File: src/rtl/round_controller.sv
// -----------------------------------------------------------------------------
// round_controller
//
// Sequences a fighting-game match: intro freeze, timed fight, post-round hold
// and match-over screen. Scores rounds from the health stage's KO result or,
// on timeout, from the health comparison. Handles the confirm-to-restart hold
// on the match-over screen and a force-restart hold that works in any phase.
// All state advances only on clk edges where game_tick_i is high; the reset
// is synchronous and active high.
//
// Ports
//   clk_i            system clock, rising edge
//   reset_i          synchronous active-high reset
//   game_tick_i      one-cycle enable at the game tick rate
//   winner_i         00 fighting, 01 P1 KO, 10 P2 KO, 11 double KO
//   health_1_i/2_i   current player health (unsigned)
//   confirm_btn_i    debounced confirm level (used on match-over screen only)
//   force_restart_i  match-restart request level
//   round_reset_o    one-cycle pulse restoring positions/health downstream
//   round_active_o   high only while fighting
//   time_left_o      seconds remaining in the round
//   p1_rounds_o/p2_rounds_o  rounds won (saturate at 3)
//   match_winner_o   00 none, 01 P1, 10 P2
//   phase_o          00 INTRO, 01 FIGHT, 10 ROUND_OVER, 11 MATCH_OVER
// -----------------------------------------------------------------------------
module round_controller #(
    parameter int ROUND_SECONDS = 60,
    parameter int TICKS_PER_SEC = 20,
    parameter int INTRO_TICKS   = 60,
    parameter int HOLD_TICKS    = 40,
    parameter int ROUNDS_TO_WIN = 2,
    parameter int CONFIRM_TICKS = 40
) (
    input  logic       clk_i,
    input  logic       reset_i,
    input  logic       game_tick_i,
    input  logic [1:0] winner_i,
    input  logic [8:0] health_1_i,
    input  logic [8:0] health_2_i,
    input  logic       confirm_btn_i,
    input  logic       force_restart_i,
    output logic       round_reset_o,
    output logic       round_active_o,
    output logic [6:0] time_left_o,
    output logic [1:0] p1_rounds_o,
    output logic [1:0] p2_rounds_o,
    output logic [1:0] match_winner_o,
    output logic [1:0] phase_o
);

    typedef enum logic [1:0] {
        PH_INTRO      = 2'b00,
        PH_FIGHT      = 2'b01,
        PH_ROUND_OVER = 2'b10,
        PH_MATCH_OVER = 2'b11
    } phase_e;

    // One phase counter serves both the intro freeze and the post-round hold.
    localparam int PCNT_MAX = (INTRO_TICKS > HOLD_TICKS) ? INTRO_TICKS : HOLD_TICKS;
    localparam int PCNT_W   = $clog2(PCNT_MAX + 1);
    localparam int SUB_W    = $clog2(TICKS_PER_SEC + 1);
    localparam int HOLD_W   = $clog2(CONFIRM_TICKS + 1);

    localparam logic [PCNT_W-1:0] INTRO_LAST = PCNT_W'(INTRO_TICKS - 1);
    localparam logic [PCNT_W-1:0] HOLD_LAST  = PCNT_W'(HOLD_TICKS - 1);
    localparam logic [PCNT_W-1:0] PCNT_SAT   = PCNT_W'(PCNT_MAX);
    localparam logic [SUB_W-1:0]  SUB_LAST   = SUB_W'(TICKS_PER_SEC - 1);
    localparam logic [HOLD_W-1:0] CONF_LAST  = HOLD_W'(CONFIRM_TICKS - 1);
    localparam logic [HOLD_W-1:0] CONF_SAT   = HOLD_W'(CONFIRM_TICKS);
    localparam logic [6:0]        TIME_INIT  = 7'(ROUND_SECONDS);
    localparam logic [1:0]        WIN_SCORE  = 2'(ROUNDS_TO_WIN);

    // Round score increment that sticks at 3 instead of wrapping to 0.
    function automatic logic [1:0] score_inc(input logic [1:0] s);
        return (s == 2'd3) ? 2'd3 : s + 2'd1;
    endfunction

    // Hold-counter increment that sticks at its ceiling.
    function automatic logic [HOLD_W-1:0] hold_inc(input logic [HOLD_W-1:0] c);
        return (c == CONF_SAT) ? c : c + HOLD_W'(1);
    endfunction

    phase_e              phase_q, phase_d;
    logic [PCNT_W-1:0]   phase_cnt_q, phase_cnt_d;
    logic [SUB_W-1:0]    sub_cnt_q, sub_cnt_d;
    logic [HOLD_W-1:0]   conf_cnt_q, conf_cnt_d;
    logic [HOLD_W-1:0]   force_cnt_q, force_cnt_d;
    logic [6:0]          time_left_q, time_left_d;
    logic [1:0]          p1_rounds_q, p1_rounds_d;
    logic [1:0]          p2_rounds_q, p2_rounds_d;
    logic [1:0]          match_winner_q, match_winner_d;
    logic                round_reset_q, round_reset_d;
    logic                round_active_q, round_active_d;
    logic                rr_set_s;
    logic                force_done_s;
    logic                conf_done_s;
    logic                restart_s;

    // A restart completes on the tick that finishes either hold sequence.
    assign force_done_s = game_tick_i & force_restart_i & (force_cnt_q == CONF_LAST);
    assign conf_done_s  = game_tick_i & confirm_btn_i & (phase_q == PH_MATCH_OVER)
                        & (conf_cnt_q == CONF_LAST);
    assign restart_s    = force_done_s | conf_done_s;

    // Next-state logic for phase, counters, scores and the round_reset request.
    always_comb begin
        phase_d        = phase_q;
        phase_cnt_d    = phase_cnt_q;
        sub_cnt_d      = sub_cnt_q;
        conf_cnt_d     = conf_cnt_q;
        force_cnt_d    = force_cnt_q;
        time_left_d    = time_left_q;
        p1_rounds_d    = p1_rounds_q;
        p2_rounds_d    = p2_rounds_q;
        match_winner_d = match_winner_q;
        rr_set_s       = 1'b0;

        if (!game_tick_i) begin
            phase_d = phase_q;
        end else if (restart_s) begin
            phase_d        = PH_INTRO;
            phase_cnt_d    = '0;
            sub_cnt_d      = '0;
            conf_cnt_d     = '0;
            force_cnt_d    = '0;
            time_left_d    = TIME_INIT;
            p1_rounds_d    = 2'b00;
            p2_rounds_d    = 2'b00;
            match_winner_d = 2'b00;
            rr_set_s       = 1'b1;
        end else begin
            force_cnt_d = force_restart_i ? hold_inc(force_cnt_q) : '0;
            // Confirm only counts on the match-over screen.
            conf_cnt_d  = (confirm_btn_i && (phase_q == PH_MATCH_OVER)) ? hold_inc(conf_cnt_q) : '0;

            case (phase_q)
                PH_INTRO: begin
                    if (phase_cnt_q == INTRO_LAST) begin
                        phase_cnt_d = '0;
                        phase_d     = PH_FIGHT;
                    end else begin
                        phase_cnt_d = (phase_cnt_q == PCNT_SAT) ? phase_cnt_q : phase_cnt_q + PCNT_W'(1);
                    end
                end
                PH_FIGHT: begin
                    // A KO result outranks the timeout health comparison.
                    if (winner_i == 2'b01) begin
                        p1_rounds_d = score_inc(p1_rounds_q);
                        phase_d     = PH_ROUND_OVER;
                    end else if (winner_i == 2'b10) begin
                        p2_rounds_d = score_inc(p2_rounds_q);
                        phase_d     = PH_ROUND_OVER;
                    end else if (winner_i == 2'b11) begin
                        phase_d = PH_ROUND_OVER;
                    end else if (time_left_q == 7'd0) begin
                        phase_d = PH_ROUND_OVER;
                        if (health_1_i > health_2_i) begin
                            p1_rounds_d = score_inc(p1_rounds_q);
                        end else if (health_2_i > health_1_i) begin
                            p2_rounds_d = score_inc(p2_rounds_q);
                        end else begin
                            p1_rounds_d = p1_rounds_q;
                        end
                    end else if (sub_cnt_q == SUB_LAST) begin
                        sub_cnt_d   = '0;
                        time_left_d = (time_left_q == 7'd0) ? 7'd0 : time_left_q - 7'd1;
                    end else begin
                        sub_cnt_d = sub_cnt_q + SUB_W'(1);
                    end
                end
                PH_ROUND_OVER: begin
                    if (phase_cnt_q == HOLD_LAST) begin
                        phase_cnt_d = '0;
                        if ((p1_rounds_q >= WIN_SCORE) || (p2_rounds_q >= WIN_SCORE)) begin
                            phase_d        = PH_MATCH_OVER;
                            match_winner_d = (p1_rounds_q >= WIN_SCORE) ? 2'b01 : 2'b10;
                        end else begin
                            phase_d     = PH_INTRO;
                            time_left_d = TIME_INIT;
                            sub_cnt_d   = '0;
                            rr_set_s    = 1'b1;
                        end
                    end else begin
                        phase_cnt_d = (phase_cnt_q == PCNT_SAT) ? phase_cnt_q : phase_cnt_q + PCNT_W'(1);
                    end
                end
                PH_MATCH_OVER: begin
                    phase_d = PH_MATCH_OVER;
                end
                default: begin
                    phase_d = PH_INTRO;
                end
            endcase
        end

        // The pulse is never allowed to stretch into a second cycle.
        round_reset_d  = rr_set_s & ~round_reset_q;
        round_active_d = (phase_d == PH_FIGHT);
    end

    // State and output registers with synchronous reset.
    always_ff @(posedge clk_i) begin
        if (reset_i) begin
            phase_q        <= PH_INTRO;
            phase_cnt_q    <= '0;
            sub_cnt_q      <= '0;
            conf_cnt_q     <= '0;
            force_cnt_q    <= '0;
            time_left_q    <= TIME_INIT;
            p1_rounds_q    <= 2'b00;
            p2_rounds_q    <= 2'b00;
            match_winner_q <= 2'b00;
            round_reset_q  <= 1'b0;
            round_active_q <= 1'b0;
        end else begin
            phase_q        <= phase_d;
            phase_cnt_q    <= phase_cnt_d;
            sub_cnt_q      <= sub_cnt_d;
            conf_cnt_q     <= conf_cnt_d;
            force_cnt_q    <= force_cnt_d;
            time_left_q    <= time_left_d;
            p1_rounds_q    <= p1_rounds_d;
            p2_rounds_q    <= p2_rounds_d;
            match_winner_q <= match_winner_d;
            round_reset_q  <= round_reset_d;
            round_active_q <= round_active_d;
        end
    end

    assign round_reset_o  = round_reset_q;
    assign round_active_o = round_active_q;
    assign time_left_o    = time_left_q;
    assign p1_rounds_o    = p1_rounds_q;
    assign p2_rounds_o    = p2_rounds_q;
    assign match_winner_o = match_winner_q;
    assign phase_o        = phase_q;

endmodule
File: config.mk
export PLATFORM = sky130hd
export DESIGN_NAME = round_controller
export DESIGN_NICKNAME = d
export VERILOG_FILES = /design/src/rtl/round_controller.sv
export SDC_FILE = /design/constraint.sdc
export NUM_CORES = 1
export LEC_CHECK = 0
export BUFFER_PORTS_ARGS = -buffer_cell sky130_fd_sc_hd__buf_2
export CAP_MARGIN = 20
export CORE_ASPECT_RATIO = 1.5
export CORE_MARGIN = 1.5
export CORE_UTILIZATION = 55
export CTS_BUF_LIST = sky130_fd_sc_hd__clkbuf_4
export DETAILED_ROUTE_END_ITERATION = 10
export PLACE_DENSITY = 0.77
export RECOVER_POWER = 50
export SYNTH_ARGS = -nofsm -noshare
export SYNTH_HDL_FRONTEND = slang
export SYNTH_SLANG_ARGS = --single-unit
File: constraint.sdc
create_clock -name clk_i -period 4 [get_ports clk_i]
set_clock_uncertainty 0.05 [all_clocks]
set_input_delay 1 -clock clk_i [delete_from_list [all_inputs] [get_ports clk_i]]
set_output_delay 1 -clock clk_i [all_outputs]
set_load 0.1 [all_outputs]
==> results_dict.tcl, run 1 <==
set metrics [dict create \
    status "finished clean" \
    ys_seq_area_share_pct 32.6 \
    syn_inst 301 \
    tightest_slew_ps 1050 \
    cts_buffer_depth 2 \
    r2r_slack_ps 1540 \
    setup-violations-final 0 \
    endpoint_kind "register" \
    grt_start_max_net_pins 29 \
    io_pins 42 \
    gp_congestion 0.824 \
    pwr-share-comb_pct 9.7 \
    intPower_mw 0.569 \
    maxCapViolCount 0 \
    grt_pass1_vias 2181 \
    whs_ps 384 \
    final_nets 382 \
    fin_crit_sh_pct 71.2 \
    antenna_found_initial 0 \
    hpwl_um 4100 \
    netlist-cell-type-count 64 \
    drv_slew 0 \
    die_h_um 84.9 \
    path_clk_slew_ps 130 \
    grt_pass1_wl_um 9380 \
    instances_no_fill 387 \
    via_per_inst 6.01 \
    critical_path.startpoint_type "input port" \
    netlist.top_cell.by_area "dfxtp_1" \
    ctsResizeCount 0 \
    setup_tns_ps 0 \
    switching_power_mw 0.180 \
    synth_area_sq_mm 0.00246 \
    coreArea_sq_mm 0.00425 \
    wl_per_cell_um 14.1 \
    initial_core_util_pct 57.9 \
    holdCritPathClass "reg -> reg" \
    postLayoutCoreUtil_pct 64.7 \
    max_freq_mhz 351 \
    clockRootBuffer "clkbuf_4" \
    final_hold_viol_count 0 \
    synth_warnings 0 \
    synth_top_area_share_pct 32.6 \
    drc_errors 0 \
    seq_power_share_pct 54.0 \
    clock_latency_ps 350 \
    syn_avg_cell_area_sq_um 8.17 \
    die_area_sq_mm 0.00489 \
    rsz0062_at_grt "false" \
    fin_crit_ps 2850 \
    std_cell_rows 29 \
    drive_gt1_share_pct 17.6 \
    synth-seq-cells 40 \
    drt_iter0_drc 97 \
    synth_edf_count 0 \
    synthTopCellsByArea "dfxtp_1, ha_1, nor2_1" \
    async_reset_ff_share_pct 0 \
    crit_type "in -> reg" \
    peakVddDrop_uv 254 \
    cts_made_buffers 5 \
    synth_flop_cell "dfxtp_1" \
    io_buffer_count 41 \
    syn2layout_area_growth_pct 11.6 \
    postRouteAntennaNets 0 \
    finalWirelength_um 5460 \
    power_density_mw_per_mm2 273 \
    p_leak_nw 1.14 \
    post_cts_buffers 0 \
    synth_nets 343 \
    grt_overflow 0 \
    h-tree-depth 2 \
    antenna_cells 0 \
    crit_arrival_ps 3020 \
    maxSlewHeadroom_pct 29.9 \
    dp_cells 379 \
    drt_pass1_iterations 4 \
    track_usage_pct 23.6 \
    switching_share_pct 24.0 \
    clock-sinks 40 \
    dieWidth_um 57.6 \
    via_count 2324 \
    ctsHoldBuffers 0 \
    p_clk_share_pct 36.2 \
    cp_max_fo 28 \
    cts_tree "yes" \
    required_ps 4170 \
]
-- power groups by stage --
stage | clock (mW) | combinational (mW) | sequential [mW]
2_1_floorplan | 0 | 0.0494 | 0.413
3_3_place_gp | 0 | 0.0704 | 0.413
3_5_place_dp | 0 | 0.0736 | 0.414
4_1_cts | 0.281 | 0.0738 | 0.405
5_1_grt | 0.297 | 0.0837 | 0.405
6_report | 0.271 | 0.0727 | 0.405
-- registers in the layout (all words and copies together) (netlist names) --
name / count
match_winner_o: 2
phase_o: 2
sub_cnt_q: 5
phase_cnt_q: 6
p1_rounds_o: 2
p2_rounds_o: 2
round_reset_o: 1
force_cnt_q: 6
conf_cnt_q: 6
round_active_o: 1
time_left_o: 7
-- cells by family (layout without fill, tap and decap cells) --
| group | Yosys count | in the layout | synth area share [%] |
|---|---|---|---|
| adders and majority gates | 17 | 17 | 8.65 |
| buffers and inverters | 32 | 72 | 5.14 |
| and+or+nand+nor | 126 | 126 | 27.6 |
| AOI/OAI and AO/OA | 75 | 75 | 22.1 |
| muxes | 1 | 1 | 0.407 |
| xor gates and xnor gates | 10 | 10 | 3.56 |
| DFF | 40 | 40 | 32.6 |
-- metrics by stage --
stage                     setup slack [ps]  power (mW)  area [sq um]
after detailed placement              1060       0.487          2680
after global routing                   921       0.786          2750
after CTS                             1430       0.760          2760
final                                 1150       0.749          2750
after global placement                1150       0.484          2680
after floorplan                       1290       0.462          2460
-- critical path: stages --
cell       delay, ps
clkbuf_1         760
o2111ai_1        690
o31ai_1          430
o311ai_1         140
-- layout by cell type, fill, tap and decap left out, drive strengths merged, types with 5 or more instances in the layout --
| cell | netlist | final |
|---|---|---|
| a21oi | 15 | 15 |
| a31oi | 5 | 5 |
| and3 | 6 | 6 |
| buf | 5 | 39 |
| clkbuf | 4 | 8 |
| dfxtp | 40 | 40 |
| ha | 17 | 17 |
| inv | 23 | 23 |
| nand2 | 26 | 26 |
| nand3 | 17 | 17 |
| nand4 | 9 | 9 |
| nand4b | 5 | 5 |
| nor2 | 31 | 31 |
| nor3 | 9 | 9 |
| o21ai | 20 | 20 |
| xor2 | 6 | 6 |
-- cell usage after synthesis (2+ instances only) --
library cell	count
nand3_1	17
nand4_1	9
and3_1	6
xnor2_1	4
a22oi_1	3
o41ai_2	2
nand2_1	25
nor2b_1	4
inv_1	23
clkbuf_1	4
o21a_1	4
a21oi_1	14
o21ai_0	17
a311oi_1	2
nor2_1	30
nor3b_1	2
a21o_1	2
nand4b_1	4
a211o_1	3
nor3_1	8
nand2b_1	3
o31ai_1	3
xor2_1	6
ha_1	17
buf_2	5
dfxtp_1	40
a31oi_1	5
o21ai_1	3
-- final timing paths --
check	from	endpoint	cells past startpoint
worst max-delay path	game_tick_i	time_left_o[3]	4
worst min-delay path	round_reset_o	round_reset_o	1
worst max register to register	phase_cnt_q[0]	time_left_o[3]	6
worst min register to register	round_reset_o	round_reset_o	1
-- final cells by class --
| type | instances | area (sq um) |
|---|---|---|
| Tap cell | 46 | 57.6 |
| Fill cell | 391 | 1500 |
| Sequential cell | 40 | 801 |
| Clock buffer | 6 | 45.0 |
| Multi-Input combinational cell | 229 | 1520 |
| Clock inverter | 2 | 35.0 |
| Inverter | 23 | 86.3 |
| Timing Repair Buffer | 41 | 203 |
-- layer usage --
layer | vias to the layer above | share of wire [%] | GRT usage, %
met2 | 47 | 52 | 42.4
li1 | 1174 | - | -
met5 | - | 0 | 0
met1 | 1094 | 42 | 27.7
met4 | 0 | 1.7 | 8.25
met3 | 9 | 3.6 | 3.81
No activity file was read; power rests on OpenSTA's default activity.
==> run 2, diff against run 1 <==
CORE_UTILIZATION = 53   (was 55)
PLACE_DENSITY = 0.78   (was 0.77)
clock period = 2.54 ns   (was 4 ns; I/O delays follow)
==> run 2 against run 1 <==
Effect of this change: critical path depth decreased by 3; global-route usage decreased by 0.67 points; via count decreased by 1.2%; critical path type is now reg -> out; clock power increased by 4%; sequential share of layout area increased by 0.21 points; cell count increased by 0.52%; combinational power increased by 64%; power increased by 39%; count of clock-buffer cells in the layout decreased by 1; first-iteration DRC count decreased by 8.2%.
==> results_dict.tcl, run 2 (synthesis results as in run 1) <==
set metrics [dict create \
    status "finished clean" \
    h-tree-depth 2 \
    grt_pass1_wl_um 9270 \
    maxCapViolCount 0 \
    setup-violations-final 0 \
    antenna_found_initial 0 \
    holdCritPathClass "reg -> reg" \
    setup_tns_ps 0 \
    path_clk_slew_ps 100 \
    power_density_mw_per_mm2 381 \
    peakVddDrop_uv 313 \
    grt_start_max_net_pins 18 \
    coreArea_sq_mm 0.00450 \
    fin_area_sq_mm 0.00273 \
    r2r-start "phase_cnt_q[0]" \
    drc_errors 0 \
    cp_slowest_cell "clkbuf_1" \
    std_cell_rows 30 \
    via_count 2295 \
    postRouteAntennaNets 0 \
    cp_num_buf_inv 1 \
    final_cell_mix "dfxtp_1, nor2_1, buf_2, nand2_1, inv_1" \
    finalWirelength_um 5460 \
    p_leak_nw 1.10 \
    ctsResizeCount 0 \
    rsz0062_at_grt "false" \
    tightest_slew_ps 1190 \
    hold_start "round_reset_o" \
    maxSlewHeadroom_pct 21.0 \
    cts_buffer_depth 2 \
    whs_ps 373 \
    nFillCells 427 \
    drt_iter0_drc 89 \
    cp_max_fo 3 \
    required_ps 1860 \
    track_usage_pct 23.0 \
    regArea_sq_um 801 \
    io_pins 42 \
    final_nets 385 \
    antenna_cells 0 \
    clock_latency_ps 340 \
    crit_family "buffers and inverters" \
    crit_type "reg -> out" \
    die_area_sq_mm 0.00507 \
    dpl_worst_slack_ps 73.3 \
    syn2layout_area_growth_pct 10.8 \
    grt_overflow 0 \
    endpoint_kind "output pin" \
    post_cts_buffers 0 \
    grt_pass1_vias 2181 \
    cp_cell_sequence "clkbuf_1" \
    ctsHoldBuffers 0 \
    final_hold_viol_count 0 \
    cpPeakStageDelay_ps 870 \
    initial_core_util_pct 54.6 \
    die_h_um 86.4 \
    drive_gt1_share_pct 16.4 \
    via_per_inst 5.90 \
    multi_input_area_sq_mm 0.00152 \
    place_area_sq_mm 0.00271 \
    fin_crit_ps 2270 \
    cts_made_buffers 5 \
    fin_crit_sh_pct 89.3 \
    layout_commonest_cell "dfxtp_1" \
    max_freq_mhz 441 \
    critical_path.startpoint_type "register" \
    clockRootBuffer "clkbuf_4" \
    power.total_mw 1.04 \
    clock-sinks 40 \
    hpwl_um 4100 \
    crit_arrival_ps 1580 \
    cts_tree "yes" \
    io_buffer_count 41 \
    drv_slew 0 \
    largest_reg_flops 7 \
    gp_congestion 0.853 \
    dieWidth_um 58.6 \
    drt_pass1_iterations 4 \
    wl_per_cell_um 14.0 \
    cp-startpoint "time_left_o[1]" \
    fin_ws_ps 273 \
]
==> run 2: cell types whose count changed in the layout (fill, tap and decap cells not counted), moves of 3 or more <==
cell      change
clkbuf_1      +4
buf_2        -11
clkbuf_2      +6
buf_4         +3
==> run 2: per-stage QoR <==
stage / utilization (%) / std cells
floorplan: - / 301
global placement: 60.1 / 384
detailed placement: 60.1 / 384
CTS: 60.9 / 389
global route: 60.5 / 389
finish: 60.5 / 389
==> run 2: path summary, 6_finish.rpt <==
path	endpoint	slack [ps]	cells after the start
max	time_left_o[1]	270	1
min	round_reset_o	370	1
max reg2reg	time_left_o[3]	420	7
min reg2reg	round_reset_o	370	1
==> run 2: report_power, final <==
group          switching, mW  internal [mW]
logic                 0.0677         0.0511
registers            0.00541          0.632
clock network          0.190         0.0927
total                  0.263          0.776
==> run 2: final cells by class <==
cell class / instances / area share, %
clock buffers: 5 / 1.38
repair buffers: 44 / 8.03
inverters: 23 / 3.17
well taps: 48 / 2.20
flip-flops and latches: 40 / 29.4
multi-input cells: 229 / 55.8
==> run 2: metal layers <==
| metal | part of all wire (%) | routed length [um] | vias up | global-route usage (%) |
|---|---|---|---|---|
| li1 | - | - | 1173 | - |
| met1 | 44 | 2380 | 1077 | 26.5 |
| met2 | 52 | 2850 | 38 | 41.4 |
| met3 | 3.0 | 164 | 7 | 3.88 |
| met4 | 1.3 | 72 | 0 | 8.68 |
| met5 | 0 | 0 | - | 0 |
==> run 3, diff against run 2 <==
ABC_AREA = 1   (was unset)
CORE_UTILIZATION = 54   (was 53)
==> run 3 against run 2 <==
Effect of this change: area after synthesis increased by 18%; critical path type unchanged; hold slack improved by 44 ps; sequential power increased by 6.0%; power up 33%; non-clock buffer count is 2 lower; critical path depth unchanged; sequential cell count stayed put; critical endpoint unchanged; maximum frequency down 1.0%; register-to-register slack improved by 30 ps; final area increased by 15%.
==> results_dict.tcl, run 3 <==
set metrics [dict create \
    cts_buffer_depth 2 \
    netlist.top_cell.by_area "dfxtp_1" \
    synth_area_sq_mm 0.00289 \
    setup-violations-final 0 \
    final_cell_mix "nand2_1, nor2_1, inv_1, dfxtp_1, nand3_1" \
    async_reset_ff_share_pct 0 \
    finalWirelength_um 6440 \
    cp_cell_sequence "clkbuf_1" \
    cp_num_buf_inv 1 \
    layout_commonest_cell "nand2_1" \
    ctsResizeCount 0 \
    h-tree-depth 2 \
    holdCritPathClass "reg -> reg" \
    crit_type "reg -> out" \
    p_leak_nw 1.56 \
    synth-seq-cells 40 \
    die_h_um 92.6 \
    peakVddDrop_uv 345 \
    cpPeakStageDelay_ps 870 \
    postRouteAntennaNets 0 \
    grt_overflow 0 \
    drt_pass1_iterations 4 \
    initial_core_util_pct 56.0 \
    cp_slowest_cell "clkbuf_1" \
    dpl_worst_slack_ps 268 \
    largest_reg_flops 7 \
    ys_top_cells_by_count "nand2_1, nor2_1, inv_1" \
    clock-sinks 40 \
    cp_max_fo 3 \
    io_buffer_count 41 \
    rsz0062_at_grt "false" \
    drc_errors 0 \
    track_usage_pct 23.3 \
    grt_pass1_wl_um 11100 \
    antenna_found_initial 0 \
    crit_arrival_ps 1610 \
    dp_cells 552 \
    synthTopCellsByArea "dfxtp_1, nand2_1, nor2_1" \
    grt_pass1_vias 2803 \
    power_density_mw_per_mm2 440 \
    ys_seq_area_share_pct 27.7 \
    fin_crit_sh_pct 90.2 \
    final_hold_viol_count 0 \
    post_cts_buffers 0 \
    grt_start_max_net_pins 22 \
    fin_ws_ps 249 \
    crit_family "buffers and inverters" \
    netlist-cell-type-count 35 \
    gp_congestion 0.878 \
    synth_flop_cell "dfxtp_1" \
    synth_edf_count 0 \
    via_count 2935 \
    dieWidth_um 62.8 \
    required_ps 1860 \
    coreArea_sq_mm 0.00516 \
    path_clk_slew_ps 130 \
    maxCapViolCount 0 \
    syn_inst 451 \
    clockRootBuffer "clkbuf_4" \
    synth_top_area_share_pct 27.7 \
    endpoint_kind "output pin" \
    cts_tree "yes" \
    drt_iter0_drc 135 \
    maxSlewHeadroom_pct 23.0 \
    wl_per_cell_um 11.5 \
    via_per_inst 5.24 \
    cts_made_buffers 5 \
    syn_avg_cell_area_sq_um 6.41 \
    synth_warnings 0 \
    setup_tns_ps 0 \
    drive_gt1_share_pct 13.4 \
    status "finished clean" \
    io_pins 42 \
    synth_nets 493 \
    critical_path.startpoint_type "register" \
    hpwl_um 5030 \
    std_cell_rows 32 \
    ctsHoldBuffers 0 \
    instances_no_fill 560 \
    syn2layout_area_growth_pct 8.74 \
    yosysMostFrequentCell "nand2_1" \
    die_area_sq_mm 0.00581 \
    tightest_slew_ps 1160 \
    fin_crit_ps 2290 \
    final_nets 533 \
    drv_slew 0 \
    antenna_cells 0 \
    max_freq_mhz 436 \
    clock_latency_ps 350 \
]
run 3: changes by cell type after synthesis, moves of 8 or more:
cell and change:
nand2_1 +76, inv_1 +41, nor2_1 +37, nand3_1 +20
a21oi_1 +18, nand4_1 +8, nor2_2 +8
run 3: final cells by class:
| cell class | count | area, sq um |
|---|---|---|
| clock buffer | 5 | 37.5 |
| clock inverter | 3 | 37.5 |
| fill | 506 | 2020 |
| inverter | 69 | 259 |
| multi-input combinational | 333 | 1720 |
| sequential | 40 | 801 |
| tap | 68 | 85.1 |
| timing repair buffer | 42 | 205 |
run 3: metrics by stage:
step                      hold slack [ps]  area [sq um]  util (%)  total power, mW
final                                 417          3150      60.9             1.38
after global routing                  447          3150      60.9             1.45
after CTS                             408          3180      61.6             1.40
after detailed placement              393          3110      60.1            0.986
after global placement                385          3110      60.1            0.978
after floorplan                       404          2890         -            0.921
run 3: where the power goes:
group / switching (mW) / total [mW] / internal, mW / leakage (nW)
clock: 0.212 / 0.413 / 0.201 / 0.0403
sequential: 0.0262 / 0.675 / 0.649 / 0.325
combinational: 0.206 / 0.295 / 0.0891 / 1.20
run 3: layer usage:
layer | vias up | global-route usage (%) | wire length, um
met2 | 55 | 47.0 | 3470
met1 | 1342 | 23.4 | 2640
li1 | 1527 | - | -
met4 | 0 | 8.52 | 110
met5 | - | 0 | 0
met3 | 11 | 3.65 | 223
run 3: worst paths after layout:
kind | depth (start not counted) | startpoint | endpoint | slack (ps)
max | 1 | time_left_o[1] | time_left_o[1] | 250
min reg2reg | 1 | round_reset_o | round_reset_o | 420
min | 1 | round_reset_o | round_reset_o | 420
max reg2reg | 10 | conf_cnt_q[0] | time_left_o[0] | 450
run 3: cells by family (layout without fill, tap and decap cells):
logic type | Yosys count | after routing | synth area share [%]
AOI/OAI and AO/OA | 53 | 53 | 9.78
xor gates and xnor gates | 5 | 5 | 1.51
and+or+nand+nor | 258 | 258 | 41.8
buffers and inverters | 78 | 119 | 11.9
adders and majority gates | 17 | 17 | 7.35
DFF | 40 | 40 | 27.7
